[config.mk]
export PLATFORM = sky130hd
export DESIGN_NAME = ddr2_v11_0_if_csr_m0_p2b_converter
export DESIGN_NICKNAME = d
export VERILOG_FILES = /design/src/rtl/ddr2_v11_0_p2b_pkg.sv /design/src/rtl/ddr2_v11_0_if_csr_m0_p2b_escape.sv /design/src/rtl/ddr2_v11_0_if_csr_m0_p2b_converter.sv
export SDC_FILE = /design/constraint.sdc
export NUM_CORES = 1
export LEC_CHECK = 0
export BUFFER_PORTS_ARGS = -buffer_cell sky130_fd_sc_hd__buf_4
export CAP_MARGIN = 10
export CORE_UTILIZATION = 57
export DETAILED_ROUTE_END_ITERATION = 8
export PLACE_DENSITY = 0.84
export SKIP_LAST_GASP = 1
export SYNTH_ARGS = -nofsm -noshare
export SYNTH_HDL_FRONTEND = slang
export SYNTH_SLANG_ARGS = --single-unit
[constraint.sdc]
create_clock -name clk -period 4.5 [get_ports clk]
set_input_delay 0.45 -clock clk [delete_from_list [all_inputs] [get_ports clk]]
set_output_delay 0.45 -clock clk [all_outputs]
set_load 0.02 [all_outputs]
[src/rtl/ddr2_v11_0_p2b_pkg.sv]
// Shared framing constants and FSM encoding for the packet-to-byte encoder and
// the matching byte-to-packet decoder.
package ddr2_v11_0_p2b_pkg;

   localparam logic [7:0] SOP_CHAR  = 8'h7A;
   localparam logic [7:0] EOP_CHAR  = 8'h7B;
   localparam logic [7:0] CHAN_CHAR = 8'h7C;
   localparam logic [7:0] ESC_CHAR  = 8'h7D;
   localparam logic [7:0] ESC_XOR   = 8'h20;

   typedef enum logic [2:0] {
      StIdle,
      StChanChar,
      StChanEsc,
      StChanVal,
      StSopChar,
      StEopChar,
      StDataEsc,
      StData
   } p2b_state_e;

   // Step that follows cur for a beat with the given needs; from StIdle this is
   // the first byte of the beat. Inapplicable steps are skipped.
   function automatic p2b_state_e p2b_next_step(input p2b_state_e cur,
                                                input logic hdr,
                                                input logic ch_esc,
                                                input logic sop,
                                                input logic eop,
                                                input logic data_esc);
      p2b_state_e to_data;
      p2b_state_e to_eop;
      p2b_state_e to_sop;
      p2b_state_e nxt;
      to_data = data_esc ? StDataEsc : StData;
      to_eop  = eop ? StEopChar : to_data;
      to_sop  = sop ? StSopChar : to_eop;
      unique case (cur)
         StIdle:     nxt = hdr ? StChanChar : to_sop;
         StChanChar: nxt = ch_esc ? StChanEsc : StChanVal;
         StChanEsc:  nxt = StChanVal;
         StChanVal:  nxt = to_sop;
         StSopChar:  nxt = to_eop;
         StEopChar:  nxt = to_data;
         StDataEsc:  nxt = StData;
         StData:     nxt = StIdle;
      endcase
      return nxt;
   endfunction

endpackage

[src/rtl/ddr2_v11_0_if_csr_m0_p2b_escape.sv]
// Detects bytes that collide with framing characters and produces their
// escaped form (the byte following ESC_CHAR).
module ddr2_v11_0_if_csr_m0_p2b_escape
   import ddr2_v11_0_p2b_pkg::*;
(
   input  logic [7:0] data_i,
   output logic       needs_esc_o,
   output logic [7:0] escaped_o
);

   assign needs_esc_o = (data_i >= SOP_CHAR) && (data_i <= ESC_CHAR);
   assign escaped_o   = data_i ^ ESC_XOR;

endmodule

[src/rtl/ddr2_v11_0_if_csr_m0_p2b_converter.sv]
// Packet-to-byte encoder: serialises channel/SOP/EOP/data beats into a single
// escaped byte stream behind a registered output stage.
module ddr2_v11_0_if_csr_m0_p2b_converter
   import ddr2_v11_0_p2b_pkg::*;
#(
   parameter int unsigned CHANNEL_WIDTH     = 8,
   parameter int unsigned CHANNEL_EVERY_SOP = 0
) (
   input  logic                     clk,
   input  logic                     reset,
   output logic                     in_ready,
   input  logic                     in_valid,
   input  logic [7:0]               in_data,
   input  logic [CHANNEL_WIDTH-1:0] in_channel,
   input  logic                     in_startofpacket,
   input  logic                     in_endofpacket,
   input  logic                     out_ready,
   output logic                     out_valid,
   output logic [7:0]               out_data
);

   logic [7:0]               ch8, ch_escaped, data_escaped, emit_byte;
   logic                     ch_needs_esc, data_needs_esc;
   logic                     need_hdr, load, go, beat_done;
   logic [CHANNEL_WIDTH-1:0] last_channel_q, last_channel_d;
   logic                     chan_sent_q, chan_sent_d;
   logic                     out_valid_q, out_valid_d;
   logic [7:0]               out_data_q, out_data_d;
   p2b_state_e               state_q, state_d, emit_st;

   assign ch8 = 8'(in_channel);

   ddr2_v11_0_if_csr_m0_p2b_escape u_ch_esc (
      .data_i      (ch8),
      .needs_esc_o (ch_needs_esc),
      .escaped_o   (ch_escaped)
   );

   ddr2_v11_0_if_csr_m0_p2b_escape u_data_esc (
      .data_i      (in_data),
      .needs_esc_o (data_needs_esc),
      .escaped_o   (data_escaped)
   );

   assign need_hdr = !chan_sent_q || (in_channel != last_channel_q) ||
                     ((CHANNEL_EVERY_SOP != 0) && in_startofpacket);
   assign load     = !out_valid_q || out_ready;
   assign go       = load && in_valid;

   // From idle the first step is resolved combinationally so a plain beat
   // emits its data byte in the same load cycle.
   assign emit_st   = (state_q == StIdle) ?
                      p2b_next_step(StIdle, need_hdr, ch_needs_esc, in_startofpacket,
                                    in_endofpacket, data_needs_esc) : state_q;
   assign beat_done = go && (emit_st == StData);

   always_ff @(posedge clk) begin
      if (reset) begin
         state_q <= StIdle;
      end else begin
         state_q <= state_d;
      end
   end

   always_comb begin
      state_d = state_q;
      if (go) begin
         state_d = p2b_next_step(emit_st, need_hdr, ch_needs_esc, in_startofpacket,
                                 in_endofpacket, data_needs_esc);
      end
   end

   always_comb begin
      emit_byte = 8'h00;
      unique case (emit_st)
         StIdle:     emit_byte = 8'h00;
         StChanChar: emit_byte = CHAN_CHAR;
         StChanEsc:  emit_byte = ESC_CHAR;
         StChanVal:  emit_byte = ch_needs_esc ? ch_escaped : ch8;
         StSopChar:  emit_byte = SOP_CHAR;
         StEopChar:  emit_byte = EOP_CHAR;
         StDataEsc:  emit_byte = ESC_CHAR;
         StData:     emit_byte = data_needs_esc ? data_escaped : in_data;
      endcase
      in_ready = beat_done && !reset;
   end

   always_comb begin
      out_valid_d    = out_valid_q;
      out_data_d     = out_data_q;
      last_channel_d = last_channel_q;
      chan_sent_d    = chan_sent_q;
      if (load) begin
         out_valid_d = in_valid;
         if (in_valid) begin
            out_data_d = emit_byte;
         end
      end
      if (in_ready) begin
         last_channel_d = in_channel;
         chan_sent_d    = 1'b1;
      end
   end

   always_ff @(posedge clk) begin
      if (reset) begin
         out_valid_q    <= 1'b0;
         out_data_q     <= 8'h00;
         last_channel_q <= '0;
         chan_sent_q    <= 1'b0;
      end else begin
         out_valid_q    <= out_valid_d;
         out_data_q     <= out_data_d;
         last_channel_q <= last_channel_d;
         chan_sent_q    <= chan_sent_d;
      end
   end

   assign out_valid = out_valid_q;
   assign out_data  = out_data_q;

endmodule

==> flow_metrics.env, run 1 <==
export IMPL_dp_cells=210
export IMPL_grt_pass1_vias=1294
export IMPL_die_h_microns=50.98
export IMPL_grt_antenna_before_repair=0
export IMPL_rsz0062_at_grt="false"
export IMPL_gp_congestion=0.8899
export IMPL_clkTransAtPathRegs_ns=0.11
export IMPL_ir_drop_mv=0.1766
export IMPL_area_delta_synth_final_pct=17.38
export IMPL_die_area_sq_mm=0.002599
export IMPL_wl_per_cell_microns=15.56
export IMPL_synth_edf_count=0
export IMPL_synthFlopType="dfxtp_1"
export IMPL_yosysUniqueCellTypes=51
export IMPL_crit_fanout=11
export IMPL_via_per_inst=6.369
export IMPL_finalSetupTns_ns=0
export IMPL_drc=0
export IMPL_final_layout_size_suffix_gt1_share_pct=24.73
export IMPL_netlist_top_cells_area="dfxtp_1 31%, o21ai_0 5.1%, a21oi_1 4.8%"
export IMPL_synth_cells=161
export IMPL_path_class="flop to output port"
export IMPL_globalRoute_totalOverflow=0
export IMPL_outcome="complete, no violations"
export IMPL_slew_headroom_pct=46.71
export IMPL_min_period_ns=2.733
export IMPL_worstPathArrival_ns=2.28
export IMPL_ys_seq_area_share_pct=30.74
export IMPL_yosys_area_top_type_share_pct=30.74
export IMPL_drt_wl_total_mm=3.329
export IMPL_fp_dieW_microns=50.98
export IMPL_critPathLaunchType="flop"
export IMPL_max_slew_worst_pin_slew_ns=0.7993
export IMPL_cts_tree="built"
export IMPL_core_sq_mm=0.002233
export IMPL_ys_ff_latch=21
export IMPL_finalCritPeriodShare_pct=60.74
export IMPL_io_pins=32
export IMPL_initial_core_util_pct=61.23
export IMPL_finalHoldViolations=0
export IMPL_grtUsageTotal_pct=28.64
export IMPL_clock_path_buffers=2
export IMPL_end_kind="output port"
export IMPL_n_antenna_cell=0
export IMPL_power_density_mw_per_mm2=241.6
export IMPL_clkSinkCount=21
export IMPL_hold_path_class="primary input to flop"
export IMPL_clk_latency_ns=0.31
export IMPL_drv_cap=0
export IMPL_p_leak_nw=0.6580
export IMPL_async_reset_ff_share_pct=0
export IMPL_hpwl_mm=2.453
export IMPL_syn_avg_cell_area_sq_um=8.494
export IMPL_row_count=17
export IMPL_drt_iter0_markers=53
export IMPL_fin_cells=214
export IMPL_postCtsSetupBuffers=0
export IMPL_yosysMostFrequentCell="dfxtp_1"
export IMPL_h_tree_depth=1
export IMPL_setup_viol=0
export IMPL_synth_top_area_cell="dfxtp_1"
export IMPL_num_vias=1363
export IMPL_cts_repair_resized=0
export IMPL_port_buffers=31
export IMPL_hold_buffers=0
export IMPL_finClkSkew_ns=0.008378
export IMPL_cts_buffers=3
export IMPL_grt_pass1_wl_mm=5.651
export IMPL_first_pass_iters=4
export IMPL_layout_nets=209
export IMPL_synth_nets=183
export IMPL_grt_max_degree=24
export IMPL_synth_warnings=0
export IMPL_fmax_mhz=365.9
export IMPL_worst_ep_required_time_ns=4.05
export IMPL_synth_top_cells_by_count="21 x dfxtp_1, 14 x nor2_1, 14 x o21ai_0, 13 x a21oi_1, 9 x nand3_1"
export IMPL_ctsRootBufferMaster="clkbuf_4"
export IMPL_postRouteAntennaNets=0
export IMPL_synth_area_sq_mm=0.001368
export IMPL_final_max_slew_viol_count=0
[stage by stage]
step                      power [mW]  hold slack, ns  utilization (%)  setup WS (ns)  cell area (sq um)
after global routing          0.4060          0.3878            71.88          1.602               1605
after detailed placement      0.2987          0.4802            70.64          2.090               1578
final                         0.3878          0.3849            71.88          1.767               1605
after global placement        0.2962          0.4737            70.64          2.174               1578
after floorplan               0.2599          0.4502                -          2.286               1368
after CTS                     0.3878          0.3847            71.88          1.800               1605
[cell type report]
| type | instances | area, sq um |
|---|---|---|
| inverter | 3 | 11.26 |
| clock buffer | 3 | 22.52 |
| clock inverter | 1 | 5.005 |
| fill | 178 | 628.1 |
| sequential | 21 | 420.4 |
| tap | 28 | 35.03 |
| multi-input combinational | 127 | 878.3 |
| timing repair buffer | 31 | 232.7 |
[worst max-delay path, stage by stage, from the launching register on]
cell and delay [ns]:
dfxtp_1 0.48, nor3_1 0.39, nand2b_1 0.12, nor3_1 0.44
a22oi_4 0.17, nor3_1 0.21, buf_4 0.18
[cell usage in the layout, fill, tap and decap left out, drive strengths merged, types with 3 or more instances in the layout]
cell type / instances
inv: 3
nand2b: 3
nor3: 7
clkbuf: 3
buf: 31
o21ai: 15
nand2: 8
and2: 4
a21oi: 13
nand3: 9
nand3b: 3
a211oi: 6
nor2: 14
dfxtp: 21
xnor2: 4
xor2: 6
a221oi: 3
mux2i: 4
[metal layers]
| metal | GRT usage, % | vias up | wire (microns) |
|---|---|---|---|
| met5 | 0 | - | 0 |
| met4 | 12.04 | 0 | 120 |
| met3 | 3.869 | 13 | 188 |
| met2 | 48.03 | 60 | 1566 |
| met1 | 36.43 | 635 | 1454 |
| li1 | - | 655 | - |
[final timing paths]
check,from,endpoint,slack [ns],depth (start not counted)
max,state_q[2],in_ready,1.77,6
min,in_valid,out_valid,0.38,3
max reg2reg,state_q[2],last_channel_q[5],2.28,6
min reg2reg,last_channel_q[5],last_channel_q[5],0.50,2
[sequential cells by signal (all words and copies together) (netlist names)]
signal / flops
out_data: 8
state_q: 3
out_valid: 1
last_channel_q: 8
chan_sent_q: 1
[power breakdown]
part           internal [mW]  leakage (nW)  switching (mW)  total (mW)
clock                 0.0332        0.0177          0.0592      0.0924
sequential             0.194         0.172          0.0101       0.204
combinational         0.0411         0.468          0.0506      0.0917
total                  0.268         0.658           0.120       0.388
[cell families (layout without fill, tap and decap cells)]
logic type / Yosys count / in the layout / synth area share [%]
buffers and inverters: 13 / 38 / 5.032
AOI/OAI and AO/OA: 54 / 54 / 29.64
xor gates and xnor gates: 10 / 10 / 6.404
and+or+nand+nor: 59 / 59 / 25.25
muxes: 4 / 4 / 2.928
DFF: 21 / 21 / 30.74
Power figures use the tool's default switching activity.
==> inputs of run 2 (changes only) <==
Settings changed: ABC_AREA set to 1, CORE_UTILIZATION 57 to 47, PLACE_DENSITY 0.84 to 0.75.
Clock period 4.5 ns to 2.36 ns, I/O delays scaled along.
==> flow_metrics.env, run 2 <==
export IMPL_synth_edf_count=0
export IMPL_finish_utilization_pct=65.63
export IMPL_core_sq_mm=0.002545
export IMPL_worstPathArrival_ns=2.10
export IMPL_p_sw_share_pct=33.74
export IMPL_crit_fanout=5
export IMPL_p_total_uw=796.8
export IMPL_grtUsageTotal_pct=23.28
export IMPL_rrSetupSlack_ns=0.18
export IMPL_final_common_cell="nand2_1"
export IMPL_num_vias=1414
export IMPL_synth_compound_area_share_pct=17.81
export IMPL_clkSinkCount=21
export IMPL_syn_avg_cell_area_sq_um=6.244
export IMPL_finalSetupTns_ns=0
export IMPL_hpwl_mm=2.411
export IMPL_seqCellArea_sq_um=426.7
export IMPL_first_pass_iters=4
export IMPL_clock_path_buffers=2
export IMPL_synth_simple_area_share_pct=37.27
export IMPL_layout_nets=273
export IMPL_fin_cells=280
export IMPL_synth_xor_area_share_pct=0
export IMPL_cts_buffers=3
export IMPL_finalCritPeriodShare_pct=98.89
export IMPL_reg2reg_depth=18
export IMPL_place_area_sq_mm=0.001555
export IMPL_via_per_inst=5.050
export IMPL_gp_congestion=0.8908
export IMPL_synth_top_family_by_area="simple AND/OR/NAND/NOR gates"
export IMPL_p_clk_share_pct=22.7
export IMPL_hold_path_class="primary input to flop"
export IMPL_port_buffers=31
export IMPL_yosysUniqueCellTypes=21
export IMPL_power_density_mw_per_mm2=477.0
export IMPL_max_stage_delay_ns=0.37
export IMPL_max_slew_worst_pin_slew_ns=0.3945
export IMPL_async_reset_ff_share_pct=0
export IMPL_ctsRootBufferMaster="clkbuf_4"
export IMPL_synth_cells=207
export IMPL_layout_common_cells="67 x nand2_1, 41 x buf_4, 29 x a21oi_1"
export IMPL_outcome="complete, no violations"
export IMPL_p_sw_uw=268.9
export IMPL_hold_buffers=0
export IMPL_wl_met2_mm=1.517
export IMPL_finalHoldViolations=0
export IMPL_ir_drop_mv=0.4078
export IMPL_synth_top_cells_by_count="69 x nand2_1, 29 x a21oi_1, 26 x inv_1, 21 x dfxtp_1, 15 x nand3_1"
export IMPL_wl_met3_microns=156
export IMPL_synthFlopType="dfxtp_1"
export IMPL_synthMuxAreaShare_pct=0
export IMPL_synth_adder_area_share_pct=0
export IMPL_final_max_slew_viol_count=0
export IMPL_drv_cap=0
export IMPL_end_kind="output port"
export IMPL_path_cells="inv_2 -> nand2_2 -> nand2_1 -> nor2_1 -> nand2_1 -> nor2_4 -> nand4_2 -> nand2_2 -> nand2_4 -> nor2_8 -> inv_4 -> nor2_8 -> inv_2 -> nor2_2 -> buf_6"
export IMPL_grt_pass1_vias=1160
export IMPL_worst_ep_required_time_ns=2.12
export IMPL_whs_ns=0.1564
export IMPL_synth_warnings=0
export IMPL_final_cell_area_sq_mm=0.001670
export IMPL_synth_area_sq_mm=0.001292
export IMPL_drt_iter0_markers=56
export IMPL_ys_seq_area_share_pct=32.53
export IMPL_whs_path_depth=3
export IMPL_yosys_area_top_type_share_pct=32.53
export IMPL_synth_nets=229
export IMPL_final_layout_size_suffix_gt1_share_pct=30.40
export IMPL_die_h_microns=54.44
export IMPL_grt_max_degree=16
export IMPL_grt_antenna_before_repair=0
export IMPL_critPathSlowestCell="dfxtp_2"
export IMPL_path_buf_inv=4
export IMPL_rsz0062_at_grt="true"
export IMPL_grt_pass1_wl_mm=4.940
export IMPL_initial_core_util_pct=50.79
export IMPL_die_area_sq_mm=0.002964
export IMPL_setup_viol=0
export IMPL_seqPwrFrac_pct=48.1
export IMPL_netlist_top_cells_area="dfxtp_1 33%, nand2_1 20%, a21oi_1 11%"
export IMPL_fill_cells=235
export IMPL_h_tree_depth=1
export IMPL_regToRegStartpoint="last_channel_q[5]"
export IMPL_row_count=18
export IMPL_cp_top_family="simple AND/OR/NAND/NOR gates"
export IMPL_worstHoldStart="in_channel[0]"
export IMPL_finClkSkew_ns=0.006296
export IMPL_drc=0
export IMPL_n_antenna_cell=0
export IMPL_multi_input_area_sq_um=719.4
export IMPL_dp_cells=267
export IMPL_cts_tree="built"
export IMPL_postRouteAntennaNets=0
export IMPL_path_class="flop to output port"
export IMPL_clk_latency_ns=0.32
export IMPL_r2r_end="last_channel_q[1]"
export IMPL_p_int_uw=527.9
export IMPL_min_period_ns=2.334
export IMPL_fin_ws_ns=0.02617
export IMPL_wl_per_cell_microns=11.57
export IMPL_area_delta_synth_final_pct=29.24
export IMPL_synth_top_area_cell="dfxtp_1"
export IMPL_slew_headroom_pct=73.46
export IMPL_fp_dieW_microns=54.44
export IMPL_globalRoute_totalOverflow=0
export IMPL_io_pins=32
export IMPL_dr_max_layer_used="met4"
export IMPL_clkTransAtPathRegs_ns=0.12
export IMPL_worstHoldEndpoint="last_channel_q[0]"
export IMPL_met1Wirelength_mm=1.507
export IMPL_fmax_mhz=428.5
export IMPL_place_ws_ns=0.3689
export IMPL_ys_ff_latch=21
export IMPL_drt_wl_total_mm=3.239
export IMPL_critPathLaunchType="flop"
export IMPL_yosysMostFrequentCell="nand2_1"
export IMPL_comb_power_share_pct=29.1
export IMPL_p_leak_nw=0.8441
-- run 2: kinds of logic after synthesis --
| logic type | after synthesis |
|---|---|
| buffers and inverters | 39 |
| and+or+nand+nor | 104 |
| AOI/OAI and AO/OA | 43 |
| DFF | 21 |
-- run 2: metal layers --
layer | vias to the layer above | global-route usage, %
met4 | 0 | 8.974
met5 | - | 0
li1 | 741 | -
met1 | 627 | 31.53
met2 | 40 | 36.59
met3 | 6 | 3.889
-- run 2: worst max path at each step --
stage                      start        to  cells after the start
2_1_floorplan  last_channel_q[7]  in_ready                     15
3_3_place_gp       in_channel[6]  in_ready                     15
3_5_place_dp   last_channel_q[5]  in_ready                     15
4_1_cts        last_channel_q[7]  in_ready                     15
5_1_grt        last_channel_q[5]  in_ready                     15
6_report       last_channel_q[5]  in_ready                     15
-- run 2: cell type report --
| cell class | count | share of cell area (%) |
|---|---|---|
| multi-input combinational | 147 | 43.07 |
| sequential | 21 | 25.54 |
| timing repair buffer | 42 | 19.10 |
| inverter | 36 | 8.389 |
| tap | 30 | 2.247 |
| clock buffer | 3 | 1.348 |
| clock inverter | 1 | 0.2996 |
-- run 2: what timing repair did --
action,4_1_cts,5_1_grt
endpoints found under the setup margin,1,1
buffers inserted,0,9
pin swaps,1,9
resized for setup,1,10
-- run 2: worst reg2reg max path: stages, from the launching register on --
cell and delay (ns):
dfxtp_2 0.37, inv_2 0.04, nand2_2 0.06, nand2_1 0.05, nor2_1 0.09, nand2_1 0.09, nor2_4 0.14, nand3_1 0.08
nand2_1 0.14, nand2_2 0.10, nand2_4 0.12, nor2_8 0.06, inv_4 0.07, nor2_8 0.05, buf_4 0.13, buf_4 0.13
buf_4 0.16, o21ai_0 0.16, a21oi_1 0.06
-- run 2: power groups by stage --
stage / registers (mW) / clock network (mW) / logic [mW]
after floorplan: 0.404 / 0 / 0.122
after global placement: 0.391 / 0 / 0.219
after detailed placement: 0.392 / 0 / 0.218
after CTS: 0.384 / 0.190 / 0.219
after global routing: 0.386 / 0.199 / 0.257
final: 0.384 / 0.181 / 0.232
